<file path="config.mk">
export PLATFORM = sky130hd
export DESIGN_NAME = uart_rx_cmd_decoder
export DESIGN_NICKNAME = d
export VERILOG_FILES = /design/src/rtl/uart_rx_cmd_decoder.sv
export SDC_FILE = /design/constraint.sdc
export NUM_CORES = 1
export LEC_CHECK = 0
export ABC_AREA = 1
export BUFFER_PORTS_ARGS = -buffer_cell sky130_fd_sc_hd__buf_2
export CAP_MARGIN = 0
export CORE_MARGIN = 10
export CORE_UTILIZATION = 61
export CTS_BUF_LIST = sky130_fd_sc_hd__clkbuf_16
export DETAILED_ROUTE_END_ITERATION = 8
export GPL_ROUTABILITY_DRIVEN = 0
export GPL_TIMING_DRIVEN = 1
export PLACE_DENSITY = 0.83
export SETUP_SLACK_MARGIN = 0.3
export SYNTH_ARGS = -nofsm -noshare
export SYNTH_HDL_FRONTEND = slang
export SYNTH_SLANG_ARGS = --single-unit
</file>
<file path="constraint.sdc">
create_clock -name i_Clock -period 3.8 [get_ports i_Clock]
set_clock_uncertainty 0.1 [all_clocks]
set_input_delay 0.38 -clock i_Clock [delete_from_list [all_inputs] [get_ports i_Clock]]
set_output_delay 0.38 -clock i_Clock [all_outputs]
set_load 0.01 [all_outputs]
</file>
<file path="src/rtl/uart_rx_cmd_decoder.sv">
`timescale 1ns/1ps
// UART command-frame decoder: parses HDR,CMD,ADDR,DATA,CHK byte streams into a
// held command with valid/ready handshake, checksum/timeout/overrun error pulses.
module uart_rx_cmd_decoder #(
  parameter int unsigned TIMEOUT_CLKS = 1740,
  parameter logic [7:0]  HDR_BYTE     = 8'hA5
) (
  input  logic       i_Clock,
  input  logic       i_Reset_n,
  input  logic       i_Rx_DV,
  input  logic [7:0] i_Rx_Byte,
  output logic       o_Cmd_Valid,
  input  logic       i_Cmd_Ready,
  output logic [7:0] o_Cmd,
  output logic [7:0] o_Addr,
  output logic [7:0] o_Data,
  output logic       o_Err_Chksum,
  output logic       o_Err_Timeout,
  output logic       o_Overrun,
  output logic [7:0] o_Frame_Cnt
);

  typedef enum logic [2:0] {
    S_IDLE     = 3'd0,
    S_GET_CMD  = 3'd1,
    S_GET_ADDR = 3'd2,
    S_GET_DATA = 3'd3,
    S_GET_CHK  = 3'd4,
    S_HOLD     = 3'd5
  } state_t;

  localparam logic [15:0] TMO_LAST = 16'(TIMEOUT_CLKS - 1);

  state_t      state_q, state_d;
  logic [7:0]  cmd_sh_q, cmd_sh_d;
  logic [7:0]  addr_sh_q, addr_sh_d;
  logic [7:0]  data_sh_q, data_sh_d;
  logic [7:0]  cmd_q, cmd_d;
  logic [7:0]  addr_q, addr_d;
  logic [7:0]  data_q, data_d;
  logic        valid_q, valid_d;
  logic        err_chk_q, err_chk_d;
  logic        err_tmo_q, err_tmo_d;
  logic        ovr_q, ovr_d;
  logic [7:0]  cnt_q, cnt_d;
  logic [15:0] tmo_q, tmo_d;
  logic [7:0]  chk_s;
  logic        in_frame_s;

  assign chk_s      = cmd_sh_q ^ addr_sh_q ^ data_sh_q;
  assign in_frame_s = (state_q == S_GET_CMD) || (state_q == S_GET_ADDR) ||
                      (state_q == S_GET_DATA) || (state_q == S_GET_CHK);

  always_ff @(posedge i_Clock) begin
    if (!i_Reset_n) begin
      state_q   <= S_IDLE;
      cmd_sh_q  <= 8'h00;
      addr_sh_q <= 8'h00;
      data_sh_q <= 8'h00;
      cmd_q     <= 8'h00;
      addr_q    <= 8'h00;
      data_q    <= 8'h00;
      valid_q   <= 1'b0;
      err_chk_q <= 1'b0;
      err_tmo_q <= 1'b0;
      ovr_q     <= 1'b0;
      cnt_q     <= 8'h00;
      tmo_q     <= 16'd0;
    end else begin
      state_q   <= state_d;
      cmd_sh_q  <= cmd_sh_d;
      addr_sh_q <= addr_sh_d;
      data_sh_q <= data_sh_d;
      cmd_q     <= cmd_d;
      addr_q    <= addr_d;
      data_q    <= data_d;
      valid_q   <= valid_d;
      err_chk_q <= err_chk_d;
      err_tmo_q <= err_tmo_d;
      ovr_q     <= ovr_d;
      cnt_q     <= cnt_d;
      tmo_q     <= tmo_d;
    end
  end

  always_comb begin
    state_d   = state_q;
    cmd_sh_d  = cmd_sh_q;
    addr_sh_d = addr_sh_q;
    data_sh_d = data_sh_q;
    cmd_d     = cmd_q;
    addr_d    = addr_q;
    data_d    = data_q;
    valid_d   = valid_q;
    err_chk_d = 1'b0;
    err_tmo_d = 1'b0;
    ovr_d     = 1'b0;
    cnt_d     = cnt_q;
    tmo_d     = 16'd0;
    case (state_q)
      S_IDLE: begin
        if (i_Rx_DV && (i_Rx_Byte == HDR_BYTE)) state_d = S_GET_CMD;
        else                                    state_d = S_IDLE;
      end
      S_GET_CMD: begin
        if (i_Rx_DV) begin
          cmd_sh_d = i_Rx_Byte;
          state_d  = S_GET_ADDR;
        end else begin
          state_d = S_GET_CMD;
        end
      end
      S_GET_ADDR: begin
        if (i_Rx_DV) begin
          addr_sh_d = i_Rx_Byte;
          state_d   = S_GET_DATA;
        end else begin
          state_d = S_GET_ADDR;
        end
      end
      S_GET_DATA: begin
        if (i_Rx_DV) begin
          data_sh_d = i_Rx_Byte;
          state_d   = S_GET_CHK;
        end else begin
          state_d = S_GET_DATA;
        end
      end
      S_GET_CHK: begin
        if (i_Rx_DV && (i_Rx_Byte == chk_s)) begin
          cmd_d   = cmd_sh_q;
          addr_d  = addr_sh_q;
          data_d  = data_sh_q;
          valid_d = 1'b1;
          state_d = S_HOLD;
        end else if (i_Rx_DV) begin
          err_chk_d = 1'b1;
          state_d   = S_IDLE;
        end else begin
          state_d = S_GET_CHK;
        end
      end
      S_HOLD: begin
        // Any byte arriving here is dropped, even on the acceptance cycle.
        ovr_d = i_Rx_DV;
        if (i_Cmd_Ready) begin
          valid_d = 1'b0;
          cnt_d   = cnt_q + 8'd1;
          state_d = S_IDLE;
        end else begin
          state_d = S_HOLD;
        end
      end
      default: begin
        state_d = S_IDLE;
        valid_d = 1'b0;
      end
    endcase
    // A strobe always wins over an expiring inter-byte timer.
    if (in_frame_s && !i_Rx_DV) begin
      if (tmo_q == TMO_LAST) begin
        err_tmo_d = 1'b1;
        state_d   = S_IDLE;
      end else begin
        tmo_d = tmo_q + 16'd1;
      end
    end else begin
      tmo_d = 16'd0;
    end
  end

  assign o_Cmd_Valid   = valid_q;
  assign o_Cmd         = cmd_q;
  assign o_Addr        = addr_q;
  assign o_Data        = data_q;
  assign o_Err_Chksum  = err_chk_q;
  assign o_Err_Timeout = err_tmo_q;
  assign o_Overrun     = ovr_q;
  assign o_Frame_Cnt   = cnt_q;

endmodule

</file>
==> metrics.md <==
| Metric | Value |
|---|---|
| Run status | `completed` |
| Slew at the pin closest to its max-slew limit | `1.032 ns` |
| Largest net degree at the start of global routing | `54` |
| Dpl cell area | `3746 um2` |
| YS warnings | `0` |
| Final Cycle Share | `56.88%` |
| Core area | `5540 um2` |
| Critical Path AT | `2.32 ns` |
| Total CTS buffers | `9` |
| Max_cap viols | `0` |
| Critical path required time | `3.96 ns` |
| Crit path time final | `2.161 ns` |
| Sum Neg Setup Slack | `0 ns` |
| # nets final | `549` |
| Max frequency | `462.6 MHz` |
| Adder-Cell Fraction of Synth Area | `0.7166%` |
| Layout area overhead | `16.23%` |
| CTS Sinks | `79` |
| Crit end category | `register` |
| Post-route ant nets | `0` |
| Starting Density | `63.03%` |
| Seq/Total Area, Yosys | `45.29%` |
| RSZ-0062 raised after global routing | `false` |
| DIE AREA | `9151 um2` |
| Vias in the first global route | `2,990` |
| Slew Viols, Final | `0` |
| Total congestion overflow | `0` |
| Post-synthesis compound-gate area fraction | `13.83%` |
| Share of layout cells above drive strength 1 | `15.19%` |
| Crit path max fanout | `27` |
| Most frequent cells in the layout | `90 x nand2_1, 81 x nor2_1, 79 x dfxtp_1, 54 x inv_1, 47 x buf_2` |
| I/O Buffers | `47` |
| Multi-input gate area | `1587 um2` |
| Net Count, Synth | `505` |
| Simple-gate share of the synthesized area | `27.12%` |
| Clk_lat worst skew | `0.34 ns` |
| Fin. Hold Viols | `0` |
| Initial antenna violation count | `0` |
| Mux share of post-synthesis cell area | `0%` |
| Cell count after synthesis | `491` |
| Die Y-Extent | `95.66 um` |
| Final routed DRC violation total | `0` |
| Leakage | `1.800 nW` |
| Most common cell after layout, fill and taps aside | `nand2_1` |
| Worst IR drop on VDD | `0.3099 mV` |
| Total track usage | `18.01%` |
| CTS Hold Buffers Added | `0` |
| H-tree depth | `3` |
| Initial DRC Count | `231` |
| FILL cells | `461` |
| Max_slew headroom | `30.96%` |
| DP HPWL | `5.693 mm` |
| Kind of critical path | `register to register` |
| Mapped cell area | `3492 um2` |
| Root buf cell | `clkbuf_16` |
| Post-cts resize count | `0` |
| Netlist cell types | `32` |
| Vias per cell | `5.257` |
| Clock buffer depth | `2` |
| # diodes | `0` |
| Postcts setup bufs | `0` |
| Final Cell Area | `4059 um2` |
| Rows | `27` |
| #FFs+latches synth | `79` |
| WL/cell | `13.15 um` |
| WL final | `8.050 mm` |
| Final setup violation count | `0` |
| Hold Crit Class | `input port to register` |
| Largest family of logic cells by synthesized area | `simple AND/OR/NAND/NOR gates` |
| I/O pin count | `48` |
| Pwr per Cell Area | `439.7 nW/um2` |
| First-pass GRT wire length | `13.27 mm` |
| Mapped Avg Cell Area | `7.112 um2` |
| Drt first pass iters | `4` |
| CTS tree | `yes` |
| Die Width | `95.66 um` |
| Clock transition at path regs | `0.06 ns` |
| Routed via count | `3,217` |
| Worst Setup Start Kind | `register` |
| XOR/XNOR share of the synthesized area | `3.762%` |
| Storage cell area | `1582 um2` |
-- layer usage --
| layer | track usage (%) | share of wire [%] |
|---|---|---|
| met1 | 21.13 | 42 |
| met2 | 30.02 | 49 |
| met3 | 4.085 | 7.2 |
| met4 | 9.337 | 2.1 |
| met5 | 0 | 0 |
-- sequential cells by signal (all words and copies together) (netlist names) --
register	flops
data_sh_q	8
addr_sh_q	8
o_Data	8
cmd_sh_q	8
o_Cmd_Valid	1
o_Addr	8
o_Overrun	1
o_Err_Chksum	1
o_Err_Timeout	1
o_Cmd	8
o_Frame_Cnt	8
state_q	3
tmo_q	16
-- stage by stage --
step	power [mW]	utilization, %	hold slack (ns)	cells	worst slack, ns
after CTS	1.789	73.26	0.2358	612	1.640
after floorplan	0.8823	-	0.3175	491	2.145
after global placement	0.8995	67.62	0.3324	596	1.598
final	1.785	73.26	0.2364	612	1.639
after detailed placement	0.9011	67.62	0.3428	596	1.511
after global routing	1.831	73.26	0.2459	612	1.443
-- kinds of logic (layout without fill, tap and decap cells) --
| family | Yosys count | in the layout |
|---|---|---|
| xor gates and xnor gates | 15 | 15 |
| DFF | 79 | 79 |
| buffers and inverters | 80 | 129 |
| adders and majority gates | 2 | 2 |
| AOI/OAI and AO/OA | 95 | 95 |
| and+or+nand+nor | 220 | 220 |
-- Yosys cell counts --
| library cell | n | area (um2) |
|---|---|---|
| nor3_2 | 1 | 10.01 |
| nor2_2 | 5 | 31.28 |
| xnor2_1 | 7 | 61.31 |
| o211ai_1 | 1 | 7.510 |
| nand4_4 | 1 | 21.27 |
| clkbuf_1 | 7 | 26.28 |
| or2_1 | 2 | 12.51 |
| ha_1 | 2 | 25.02 |
| a311oi_1 | 1 | 8.760 |
| or2_2 | 1 | 6.260 |
| nand4_1 | 6 | 37.54 |
| o21ai_1 | 20 | 100.1 |
| a21oi_1 | 37 | 185.2 |
| nor2_1 | 81 | 304.0 |
| inv_2 | 7 | 26.28 |
| nand2_2 | 1 | 6.260 |
| nor4_1 | 2 | 12.51 |
| dfxtp_1 | 79 | 1582 |
| clkinv_1 | 3 | 11.26 |
| nand3_1 | 14 | 70.07 |
| nand2_1 | 90 | 337.8 |
| clkinv_2 | 1 | 5.000 |
| buf_6 | 2 | 22.52 |
| xor2_1 | 8 | 70.07 |
| nor3_1 | 12 | 60.06 |
| nor3b_1 | 1 | 7.510 |
| a31oi_1 | 1 | 6.260 |
| buf_2 | 6 | 30.03 |
| o21ai_0 | 35 | 175.2 |
| inv_1 | 54 | 202.7 |
| nand3b_1 | 1 | 7.510 |
| nor2_4 | 2 | 22.52 |
-- power breakdown --
group          leakage [nW]  total (mW)  internal (mW)  switching, mW
combinational          1.01      0.0553         0.0168         0.0385
sequential            0.636       0.829          0.828       0.000197
clock                 0.157       0.901          0.570          0.331
-- worst max-delay path, stage by stage (launching register included) --
cell and delay (ns):
dfxtp_1 0.43, xnor2_1 0.17, nand2_1 0.08, nand2_1 0.09
nand2_1 0.08, nor2_4 0.15, nand4_4 0.35, clkinv_2 0.41
nor2_1 0.07, nor2_1 0.14
-- final cells by class --
| class | instances | area share, % |
|---|---|---|
| clock buffers | 9 | 5.549 |
| inverters | 65 | 6.042 |
| clock inverters | 7 | 2.158 |
| well taps | 72 | 2.219 |
| flip-flops and latches | 79 | 38.96 |
| repair buffers | 48 | 5.980 |
| multi-input cells | 332 | 39.09 |
-- worst paths after layout --
path / start / endpoint / slack [ns] / cells past startpoint
min: i_Rx_Byte[1] / addr_sh_q[1] / 0.24 / 3
min reg2reg: tmo_q[0] / tmo_q[0] / 0.35 / 1
max reg2reg: cmd_sh_q[3] / o_Data[3] / 1.64 / 9
max: cmd_sh_q[3] / o_Data[3] / 1.64 / 9
No activity file was read; power rests on OpenSTA's default activity.
